**src/rtl/wb_counter_pkg.sv**
```systemverilog
// Register map, control-bit positions and ID constant shared by the wb_counter_bank files.
package wb_counter_pkg;

  localparam int unsigned WORD_W = 3;
  localparam int unsigned CTRL_W = 4;

  localparam logic [WORD_W-1:0] W_CTRL    = 3'd0;
  localparam logic [WORD_W-1:0] W_COUNT   = 3'd1;
  localparam logic [WORD_W-1:0] W_COMPARE = 3'd2;
  localparam logic [WORD_W-1:0] W_LOAD    = 3'd3;
  localparam logic [WORD_W-1:0] W_STATUS  = 3'd4;

  localparam int unsigned CTRL_EN         = 0;
  localparam int unsigned CTRL_DOWN       = 1;
  localparam int unsigned CTRL_AUTORELOAD = 2;
  localparam int unsigned CTRL_IRQ_EN     = 3;

  localparam logic [8:0] ADDR_ID       = 9'h100;
  localparam logic [8:0] ADDR_PRESCALE = 9'h104;

  localparam logic [31:0] ID_DEFAULT = 32'h434E_5442;

  // Byte-lane write merge: lanes with sel set take the new data.
  function automatic logic [31:0] byte_merge(input logic [31:0] old_val,
                                             input logic [31:0] wdata,
                                             input logic [3:0]  sel);
    logic [31:0] res;
    res = old_val;
    for (int b = 0; b < 4; b++) begin
      if (sel[b]) res[b*8 +: 8] = wdata[b*8 +: 8];
    end
    return res;
  endfunction

endpackage

```
**src/rtl/counter_channel.sv**
```systemverilog
// One counter channel: CTRL/COUNT/COMPARE/LOAD/STATUS registers, count and match logic,
// and the match toggle output.
module counter_channel
  import wb_counter_pkg::*;
#(
  parameter int unsigned WIDTH = 16
) (
  input  logic              clk,
  input  logic              rst_n,
  input  logic              tick,
  input  logic              wr_en,
  input  logic [WORD_W-1:0] word,
  input  logic [31:0]       wr_data,
  input  logic [3:0]        wr_sel,
  output logic [31:0]       rd_data_c,
  output logic              irq_req_c,
  output logic              match_tgl_o
);

  logic [CTRL_W-1:0] ctrl_q, ctrl_d;
  logic [WIDTH-1:0]  count_q, count_d;
  logic [WIDTH-1:0]  compare_q, compare_d;
  logic [WIDTH-1:0]  load_q, load_d;
  logic              status_q, status_d;
  logic              tgl_q, tgl_d;

  logic              match_c;
  logic [WIDTH-1:0]  step_c;

  // Mode bits come from the post-write CTRL so an en clear stops counting on the same edge.
  always_comb begin
    ctrl_d    = ctrl_q;
    count_d   = count_q;
    compare_d = compare_q;
    load_d    = load_q;
    status_d  = status_q;
    tgl_d     = tgl_q;
    match_c   = 1'b0;

    if (wr_en && word == W_CTRL)
      ctrl_d = CTRL_W'(byte_merge(32'(ctrl_q), wr_data, wr_sel));
    if (wr_en && word == W_COMPARE)
      compare_d = WIDTH'(byte_merge(32'(compare_q), wr_data, wr_sel));
    if (wr_en && word == W_LOAD)
      load_d = WIDTH'(byte_merge(32'(load_q), wr_data, wr_sel));

    step_c = ctrl_d[CTRL_DOWN] ? count_q - WIDTH'(1) : count_q + WIDTH'(1);

    if (wr_en && word == W_COUNT) begin
      count_d = WIDTH'(byte_merge(32'(count_q), wr_data, wr_sel));
    end else if (tick && ctrl_d[CTRL_EN]) begin
      if (count_q == compare_q) begin
        match_c = 1'b1;
        count_d = ctrl_d[CTRL_AUTORELOAD] ? load_q : step_c;
      end else begin
        count_d = step_c;
      end
    end

    // A fresh match wins over a simultaneous write-1-to-clear.
    if (wr_en && word == W_STATUS && wr_sel[0] && wr_data[0])
      status_d = 1'b0;
    if (match_c) begin
      status_d = 1'b1;
      tgl_d    = ~tgl_q;
    end
  end

  always_ff @(posedge clk or negedge rst_n) begin
    if (!rst_n) begin
      ctrl_q    <= '0;
      count_q   <= '0;
      compare_q <= '0;
      load_q    <= '0;
      status_q  <= 1'b0;
      tgl_q     <= 1'b0;
    end else begin
      ctrl_q    <= ctrl_d;
      count_q   <= count_d;
      compare_q <= compare_d;
      load_q    <= load_d;
      status_q  <= status_d;
      tgl_q     <= tgl_d;
    end
  end

  always_comb begin
    rd_data_c = '0;
    case (word)
      W_CTRL:    rd_data_c = 32'(ctrl_q);
      W_COUNT:   rd_data_c = 32'(count_q);
      W_COMPARE: rd_data_c = 32'(compare_q);
      W_LOAD:    rd_data_c = 32'(load_q);
      W_STATUS:  rd_data_c = 32'(status_q);
      default:   rd_data_c = '0;
    endcase
  end

  assign irq_req_c   = status_q & ctrl_q[CTRL_IRQ_EN];
  assign match_tgl_o = tgl_q;

endmodule

```
**src/rtl/wb_counter_bank.sv**
```systemverilog
// Wishbone bank of NCH counters: bus decode, single-cycle ack, read mux, shared prescaler, IRQ.
// Define COUNTER_PRESCALER_EN to add the PRESCALE register at 0x104 and the tick divider.
module wb_counter_bank
  import wb_counter_pkg::*;
#(
  parameter int unsigned NCH      = 4,
  parameter int unsigned WIDTH    = 16,
  parameter logic [31:0] ID_VALUE = ID_DEFAULT
) (
  input  logic           wb_clk_i,
  input  logic           rst_n,
  input  logic           wbs_stb_i,
  input  logic           wbs_cyc_i,
  input  logic           wbs_we_i,
  input  logic [3:0]     wbs_sel_i,
  input  logic [31:0]    wbs_adr_i,
  input  logic [31:0]    wbs_dat_i,
  output logic           wbs_ack_o,
  output logic [31:0]    wbs_dat_o,
  output logic [NCH-1:0] match_tgl_o,
  output logic           irq_o
);

  logic              ack_q, ack_d;
  logic [31:0]       dat_q, dat_d;
  logic              irq_q, irq_d;
  logic              valid_c, wr_c, tick_c;
  logic [2:0]        ch_c;
  logic [WORD_W-1:0] word_c;
  logic [8:0]        gaddr_c;
  logic [31:0]       rdata_c, prescale_rd_c;
  logic [NCH-1:0]    irq_req_c;
  logic [31:0]       ch_rdata_c [NCH];
  logic              unused_adr;

  assign valid_c    = wbs_cyc_i & wbs_stb_i;
  assign ack_d      = valid_c & ~ack_q;
  assign wr_c       = ack_d & wbs_we_i;
  assign ch_c       = wbs_adr_i[7:5];
  assign word_c     = wbs_adr_i[4:2];
  assign gaddr_c    = {wbs_adr_i[8:2], 2'b00};
  assign unused_adr = ^{wbs_adr_i[31:9], wbs_adr_i[1:0]};

  for (genvar i = 0; i < NCH; i++) begin : g_ch
    counter_channel #(.WIDTH(WIDTH)) u_ch (
      .clk         (wb_clk_i),
      .rst_n       (rst_n),
      .tick        (tick_c),
      .wr_en       (wr_c && !wbs_adr_i[8] && (ch_c == 3'(i))),
      .word        (word_c),
      .wr_data     (wbs_dat_i),
      .wr_sel      (wbs_sel_i),
      .rd_data_c   (ch_rdata_c[i]),
      .irq_req_c   (irq_req_c[i]),
      .match_tgl_o (match_tgl_o[i])
    );
  end

`ifdef COUNTER_PRESCALER_EN
  localparam int unsigned PRESCALE_W = 16;

  logic [PRESCALE_W-1:0] prescale_q, prescale_d;
  logic [PRESCALE_W-1:0] pc_q, pc_d;
  logic                  wr_pre_c;

  assign wr_pre_c      = wr_c && (gaddr_c == ADDR_PRESCALE);
  assign tick_c        = (pc_q == prescale_q);
  assign prescale_rd_c = 32'(prescale_q);

  // Shared divider; a PRESCALE write restarts the period.
  always_comb begin
    prescale_d = prescale_q;
    pc_d       = tick_c ? '0 : pc_q + PRESCALE_W'(1);
    if (wr_pre_c) begin
      prescale_d = PRESCALE_W'(byte_merge(32'(prescale_q), wbs_dat_i, wbs_sel_i));
      pc_d       = '0;
    end
  end

  always_ff @(posedge wb_clk_i or negedge rst_n) begin
    if (!rst_n) begin
      prescale_q <= '0;
      pc_q       <= '0;
    end else begin
      prescale_q <= prescale_d;
      pc_q       <= pc_d;
    end
  end
`else
  assign tick_c        = 1'b1;
  assign prescale_rd_c = '0;
`endif

  always_comb begin
    rdata_c = '0;
    if (!wbs_adr_i[8]) begin
      for (int j = 0; j < NCH; j++) begin
        if (ch_c == 3'(j)) rdata_c = ch_rdata_c[j];
      end
    end else if (gaddr_c == ADDR_ID) begin
      rdata_c = ID_VALUE;
    end else if (gaddr_c == ADDR_PRESCALE) begin
      rdata_c = prescale_rd_c;
    end
  end

  assign dat_d = ack_d ? rdata_c : dat_q;
  assign irq_d = |irq_req_c;

  always_ff @(posedge wb_clk_i or negedge rst_n) begin
    if (!rst_n) begin
      ack_q <= 1'b0;
      dat_q <= '0;
      irq_q <= 1'b0;
    end else begin
      ack_q <= ack_d;
      dat_q <= dat_d;
      irq_q <= irq_d;
    end
  end

  assign wbs_ack_o = ack_q;
  assign wbs_dat_o = dat_q;
  assign irq_o     = irq_q;

endmodule
```
**config.mk**
```make
export PLATFORM = sky130hd
export DESIGN_NAME = wb_counter_bank
export DESIGN_NICKNAME = d
export VERILOG_FILES = /design/src/rtl/wb_counter_pkg.sv /design/src/rtl/counter_channel.sv /design/src/rtl/wb_counter_bank.sv
export SDC_FILE = /design/constraint.sdc
export NUM_CORES = 1
export LEC_CHECK = 0
export CAP_MARGIN = 15
export CORE_MARGIN = 2
export CORE_UTILIZATION = 45
export DETAILED_ROUTE_END_ITERATION = 6
export RECOVER_POWER = 100
export SYNTH_ARGS = -nofsm -noshare
export SYNTH_HDL_FRONTEND = slang
export SYNTH_SLANG_ARGS = --single-unit
```
**constraint.sdc**
```tcl
create_clock -name wb_clk_i -period 5.5 [get_ports wb_clk_i]
set_input_delay 1.375 -clock wb_clk_i [delete_from_list [all_inputs] [get_ports wb_clk_i]]
set_output_delay 1.375 -clock wb_clk_i [all_outputs]
set_load 0.1 [all_outputs]
```
# Yosys cells after proc, flatten, opt, wreduce, memory -nomap -nowiden
# Index checks and enable logic that the tools add are counted.
dict set report totals {
  reg_bits 250
  in_bits 73
  output_inout_bits 38
}
dict set report op_classes {
  n_addsub 8
  n_eq_ne 20
  mux 60
  n_bitwise 12
  reduce_logical 73
}
# cell n
set op_table {}
lappend op_table {{two-way mux 16 bit} 20}
lappend op_table {{one-hot mux 16 bit (5 select lines)} 4}
lappend op_table {{two-way mux 32 bit} 5}
lappend op_table {{adder 16 x 1 -> 16 bit, second input constant} 4}
lappend op_table {{== test 16 bit} 4}
lappend op_table {{subtractor 16 x 1 -> 16 bit, second input constant} 4}
lappend op_table {{AND reduction 2 bit} 28}
lappend op_table {{logical AND 1 bit} 33}
lappend op_table {{two-way mux 31 bit} 1}
lappend op_table {{two-way mux 3 bit} 8}
lappend op_table {{two-way mux 1 bit} 20}
lappend op_table {{two-way mux 8 bit} 2}
lappend op_table {{!= test 2 bit, second input constant} 8}
lappend op_table {{nonzero test 2 bit} 8}
lappend op_table {{== test 3 x 2 -> 1 bit, second input constant} 4}
lappend op_table {{AND 1 bit} 7}
lappend op_table {{== test 7 bit, second input constant} 1}
lappend op_table {{== test 3 x 1 -> 1 bit, second input constant} 2}
lappend op_table {{logical NOT 3 bit} 2}
lappend op_table {{NOT 1 bit} 5}
lappend op_table {{OR reduction 4 bit} 1}
lappend op_table {{== test 3 bit, second input constant} 1}
lappend op_table {{logical NOT 1 bit} 1}

# Logic depth before layout (Yosys ltp)
dict set report logic_depth {
  depth_word 12
  ltp_mapped 17
  mapped_depth_nobuf 16
}

# By module
# From an unflattened synthesis, not the netlist that was laid out.
dict set report hier_totals {
  cells_unflattened 1794
  hier_area_um2 18004.8
}
# module n_inst cells_per_inst area_each_um2 seq_area_each_um2
set modules_own_cells {}
lappend modules_own_cells {{counter_channel (g_ch[1].u_ch)} 1 413 4051.4 1351.3}
lappend modules_own_cells {{counter_channel (g_ch[2].u_ch)} 1 409 3948.8 1351.3}
lappend modules_own_cells {{counter_channel (g_ch[0].u_ch)} 1 392 3932.5 1351.3}
lappend modules_own_cells {{counter_channel (g_ch[3].u_ch)} 1 397 3870.0 1351.3}
lappend modules_own_cells {wb_counter_bank 1 183 2202.1 850.8}

# Worst setup path after synthesis
# No wires, ideal clock.
dict set report synth_path {
  path_kind {input to register}
  startpoint {input wbs_adr_i[4]}
  endpoint {register g_ch[0].u_ch.count_q[15]}
  arrival_ns 4.860
  required_time_ns 5.423
  slack_ns 0.562
  path_stages 15
  n_path_buf 1
  cell_sequence {buf_6 > nor4b_4 > nand3_2 > mux2i_1 > inv_1 > ha_1 > nand3_1 > o21bai_1 > nor4_1 > a2111oi_0 > o311a_1 > o21ai_0 > nand3_1 > or3b_1 > a21oi_1}
}
dict set report synth_between {
  elab_chain_cells 8
}
# element line_no
set synth_rtl {}
lappend synth_rtl {{from (decl)} wb_counter_bank.sv:16} ;# input logic [31:0] wbs_adr_i,
lappend synth_rtl {{logical NOT 3 bit *} counter_channel.sv:40} ;# if (wr_en && word == W_CTRL)
lappend synth_rtl {{logical AND 1 bit *} counter_channel.sv:40}
lappend synth_rtl {{two-way mux 3 bit *} counter_channel.sv:40}
lappend synth_rtl {{named net g_ch[0].u_ch.ctrl_d[1]} counter_channel.sv:20} ;# logic [CTRL_W-1:0] ctrl_q, ctrl_d;
lappend synth_rtl {{two-way mux 16 bit *} counter_channel.sv:47} ;# step_c = ctrl_d[CTRL_DOWN] ? count_q - WIDTH'(1) : count_q + WIDTH'(1);
lappend synth_rtl {{two-way mux 16 bit} counter_channel.sv:54} ;# count_d = ctrl_d[CTRL_AUTORELOAD] ? load_q : step_c;
lappend synth_rtl {{two-way mux 16 bit *} counter_channel.sv:52} ;# if (count_q == compare_q) begin
lappend synth_rtl {{two-way mux 16 bit *} counter_channel.sv:51} ;# end else if (tick && ctrl_d[CTRL_EN]) begin
lappend synth_rtl {{two-way mux 16 bit *} counter_channel.sv:49} ;# if (wr_en && word == W_COUNT) begin
lappend synth_rtl {{to (signal assigned)} counter_channel.sv:79} ;# count_q <= count_d;
lappend synth_rtl {{to (decl)} counter_channel.sv:21} ;# logic [WIDTH-1:0] count_q, count_d;
# The timed path passes the listed nets; every way through them passes the cells marked *. The select of a mux whose other input is x is not followed.
# A chain may end at the register's enable or synchronous reset.

# Final worst setup path
dict set report layout_path {
  startpoint {input wbs_adr_i[4]}
  endpoint {register g_ch[2].u_ch.load_q[4]}
}
dict set report layout_between {
  elab_chain_cells 3
}
# element line_no
set layout_rtl {}
lappend layout_rtl {{== test 3 x 2 -> 1 bit} counter_channel.sv:44} ;# if (wr_en && word == W_LOAD)
lappend layout_rtl {{logical AND 1 bit} counter_channel.sv:44}
lappend layout_rtl {{AND reduction 2 bit (no line)} -}
lappend layout_rtl {{to (signal assigned)} counter_channel.sv:81} ;# load_q <= load_d;
lappend layout_rtl {{to (decl)} counter_channel.sv:23} ;# logic [WIDTH-1:0] load_q, load_d;
# Every way passes these cells.

==> summary.txt <==
Detailed routing
  – Number of DRC violations after detailed-routing iteration 0: 1,334
  – Post-detailed-route wirelength per cell: 23.2 um
  – Initial DRT Pass Iterations: 6
  – Remaining design rule violation count: 0
  – Post-Route WL: 48,700 um
  – Number of vias in the routed layout: 12,927
  – Detail-routed via count per cell: 6.16
  – DRT antenna net count: 0

STA
  – Worst clock skew on the final layout: 21.0 ps
  – Share of the clock period used by the worst path after layout: 95.3%
  – Max-slew headroom: -85.8%
  – Min Hold Slack: 459 ps
  – Setup-violating endpoint count in the final report: 0
  – Number of failing hold endpoints at the final stage: 0
  – Achievable Freq: 0.191 GHz
  – Measured slew at the worst slew-check pin: 2790 ps
  – RSZ-0062 raised after global routing: no
  – Max Slew Vio Count: 131
  – Final worst path period need: 5240 ps

Finish
  – Diodes inserted: 0
  – Design area: 17,400 um^2
  – Net count of the finished layout: 1,773
  – Count of fill cells added during filler insertion: 3,133
  – Finished Core Util: 51.6%
  – Cell Count, Final, Fillers Out: 2,100
  – Layout-stage area growth over the synthesis result: 12.8%
  – Fraction of layout instances using a drive strength above 1: 16.6%

Global route
  – Initial antenna violation count: 0
  – Overall Global Routing Usage: 27.4%
  – Global-route wire length before repair: 76,000 um
  – Largest net degree at the start of global routing: 142
  – Overflow left after global routing: 0
  – Number of global-route vias before repair: 12,657

Worst setup path
  – Critical path capture point type: flip-flop
  – Max FO, Critical Path: 26
  – CP arrival: 5670 ps
  – Critical Path RT: 5920 ps
  – Reg2Reg Launch Point: wbs_ack_o$_DFF_PN0_
  – Origin of the worst setup path: wbs_adr_i[4]
  – Sort of element at the start of the critical path: primary input
  – Critical path class: primary input to flip-flop

Run status
  – Run status: finished with violations
  – Violations in the final reports: capacitance limit, slew limit

Power
  – Pint: 3.22 mW
  – Net switching power figure: 1.46 mW
  – Leakage Power: 8.12 nW
  – Total power per unit cell area: 269 nW/um^2
  – Worst voltage drop across the vdd grid: 0.215 mV
  – Combinational share of power: 19.2%
  – Sw frac: 31.2%
  – Clk network pwr share: 39.2%
  – Proportion of power drawn by flip-flops and latches: 41.6%

Floorplanning
  – Die extent in y: 189 um
  – Boundary pin count: 111
  – Total Die Area: 35,700 um^2
  – Core region area: 33,600 um^2
  – Die Span X: 189 um
  – Cell Rows: 67
  – Initial standard-cell utilization of the core: 45.8%

Yosys
  – Main synth FF type: sky130_fd_sc_hd__dfrtp_1
  – Post-synth EDFFs: 0
  – Share of synthesized flip-flops with an asynchronous set or reset: 100%
  – Synth Area per Inst: 9.80 um^2
  – Number of standard cells after synthesis: 1,570
  – Post-synth cell types: 77
  – Area of the mapped netlist: 15,400 um^2
  – Flop and latch count out of synthesis: 235
  – Portion of the post-synthesis area used by sequential elements: 38.2%
  – Total of warnings raised by yosys: 0

Placed design
  – Placed standard-cell area: 16,600 um^2
  – Placer congestion estimate: 0.956
  – HPWL after DPL: 35,400 um
  – Port Buf Inserts: 58
  – Number of cells after detailed placement: 2,051

Clock tree
  – Clock buffer count from CTS: 27
  – CTS tree: yes
  – Total clock sinks: 235
  – Post-CTS setup buffer count: 0
  – Gates resized, CTS repair: 0
  – Latest clock arrival within the worst-skew pair: 550 ps
  – Post-CTS Hold Buffers: 0
  – Clock Tree Root: sky130_fd_sc_hd__clkbuf_16
  – Buffer levels on the longest clock path: 3
  – Worst-path clk slew: 60 ps
  – CTS H-Tree Depth: 1

Job
  – Number of max-cap violations: 3

Min path
  – Hold Path Origin: g_ch[3].u_ch.match_tgl_o$_DFFE_PN0P_
  – Hold Path Class: flip-flop to flip-flop
==> area by class of cell <==
| cell class | instances | area, um^2 | area share (%) |
|---|---|---|---|
| multi-input combinational | 1208 | 8910 | 51.3 |
| sequential | 235 | 5880 | 33.9 |
| clock inverter | 9 | 108 | 0.620 |
| clock buffer | 40 | 785 | 4.52 |
| timing repair buffer | 117 | 950 | 5.47 |
| inverter | 43 | 161 | 0.930 |
| tap | 448 | 561 | 3.23 |
==> state kept, by name, summed over array words and instances (netlist names) <==
register,cells
wbs_dat_o,17
g_ch.u_ch.count_q,64
wbs_ack_o,1
g_ch.u_ch.match_tgl_o,4
g_ch.u_ch.load_q,64
g_ch.u_ch.ctrl_q,16
g_ch.u_ch.compare_q,64
g_ch.u_ch.status_q,4
irq_o,1
==> cells by family (layout without fill, tap and decap cells) <==
kind of cell	count (synthesis)	after routing	share of synthesized area, %
flops	235	235	38.2
compound gates	442	442	18.5
xor+xnor	108	108	6.15
other cells	1	9	0.0244
simple gates	376	376	11.9
mux	205	205	15.6
fa+ha+maj	68	68	5.72
buf+inv	135	209	3.97
==> worst paths after layout <==
check	end	slack (ps)	cells past startpoint
worst max register to register	g_ch[0].u_ch.count_q[15]$_DFFE_PN0P_	1380	17
max in group asynchronous	g_ch[3].u_ch.match_tgl_o$_DFFE_PN0P_	1300	2
worst min-delay path	g_ch[3].u_ch.match_tgl_o$_DFFE_PN0P_	460	1
worst min register to register	g_ch[3].u_ch.match_tgl_o$_DFFE_PN0P_	460	1
min in group asynchronous	g_ch[0].u_ch.load_q[6]$_DFFE_PN0P_	1710	1
worst max-delay path	g_ch[2].u_ch.load_q[4]$_DFFE_PN0P_	260	8
==> per-layer routing <==
metal	vias up	routed length (um)	share of wire, %	GRT usage (%)
met1	6376	22100	45	39.4
met3	100	3320	6.8	3.48
met4	0	2150	4.4	11.4
met5	-	0	0	0
met2	526	21200	43	41.6
li1	5925	-	-	-
==> Yosys cell counts, drive strengths merged, types with 3 or more instances <==
master / count / area share [%]
a211oi: 10 / 0.49
a21o: 19 / 0.93
a21oi: 112 / 3.7
a221oi: 4 / 0.23
a222oi: 6 / 0.39
a22o: 26 / 1.5
a22oi: 67 / 3.3
a31oi: 17 / 0.69
and2: 7 / 0.29
and3: 15 / 0.61
buf: 44 / 1.7
clkbuf: 48 / 1.2
dfrtp: 235 / 38
fa: 4 / 0.52
ha: 64 / 5.2
inv: 43 / 1.0
mux2: 162 / 12
mux2i: 32 / 2.1
mux4: 11 / 1.6
nand2: 104 / 2.6
nand2b: 11 / 0.45
nand3: 37 / 1.3
nand3b: 6 / 0.29
nand4: 19 / 0.81
nor2: 105 / 2.6
nor2b: 18 / 0.73
nor3: 19 / 0.62
nor3b: 4 / 0.23
nor4: 12 / 0.49
o211ai: 8 / 0.39
o21a: 9 / 0.45
o21ai: 103 / 3.4
o21bai: 4 / 0.20
o221ai: 4 / 0.23
o22ai: 23 / 0.94
o31ai: 4 / 0.20
or2: 5 / 0.20
or3: 8 / 0.33
or3b: 3 / 0.17
xnor2: 70 / 4.0
xor2: 38 / 2.2
==> cells in the final DEF, fill, tap and decap left out, types with 23 or more instances in the layout <==
master and count:
sky130_fd_sc_hd__a21oi_1 111, sky130_fd_sc_hd__a22o_1 26, sky130_fd_sc_hd__a22oi_1 67, sky130_fd_sc_hd__buf_4 38, sky130_fd_sc_hd__clkbuf_1 26, sky130_fd_sc_hd__clkbuf_16 27, sky130_fd_sc_hd__clkdlybuf4s50_1 25, sky130_fd_sc_hd__dfrtp_1 235
sky130_fd_sc_hd__dlygate4sd3_1 30, sky130_fd_sc_hd__ha_1 64, sky130_fd_sc_hd__inv_1 42, sky130_fd_sc_hd__mux2_2 161, sky130_fd_sc_hd__mux2i_1 32, sky130_fd_sc_hd__nand2_1 103, sky130_fd_sc_hd__nand3_1 36, sky130_fd_sc_hd__nor2_1 103
sky130_fd_sc_hd__o21ai_0 96, sky130_fd_sc_hd__o22ai_1 23, sky130_fd_sc_hd__xnor2_1 70, sky130_fd_sc_hd__xor2_1 38
==> worst max-delay path: stages <==
cell                            delay, ps
sky130_fd_sc_hd__dlygate4sd3_1        630
sky130_fd_sc_hd__clkbuf_1             520
sky130_fd_sc_hd__inv_1                640
sky130_fd_sc_hd__and3_1               290
sky130_fd_sc_hd__clkbuf_1             730
sky130_fd_sc_hd__nand2_1              290
sky130_fd_sc_hd__nor2_1               750
sky130_fd_sc_hd__mux2_2               420
==> stage by stage <==
step	setup slack [ps]	setup TNS, ps	power, mW
finish	256	0	4.67
global route	95.0	0	4.86
CTS	526	0	4.70
detailed placement	-14.0	-14.0	2.87
global placement	-17.7	-17.7	2.85
floorplan	562	0	2.58
==> power groups by stage <==
stage          registers, mW  clock network [mW]  logic, mW
3_5_place_dp            1.97                   0      0.897
4_1_cts                 1.94                1.86      0.903
5_1_grt                 1.96                1.93      0.972
2_1_floorplan           2.00                   0      0.578
6_report                1.94                1.83      0.895
3_3_place_gp            1.97                   0      0.886
No activity file was read; power rests on OpenSTA's default activity.
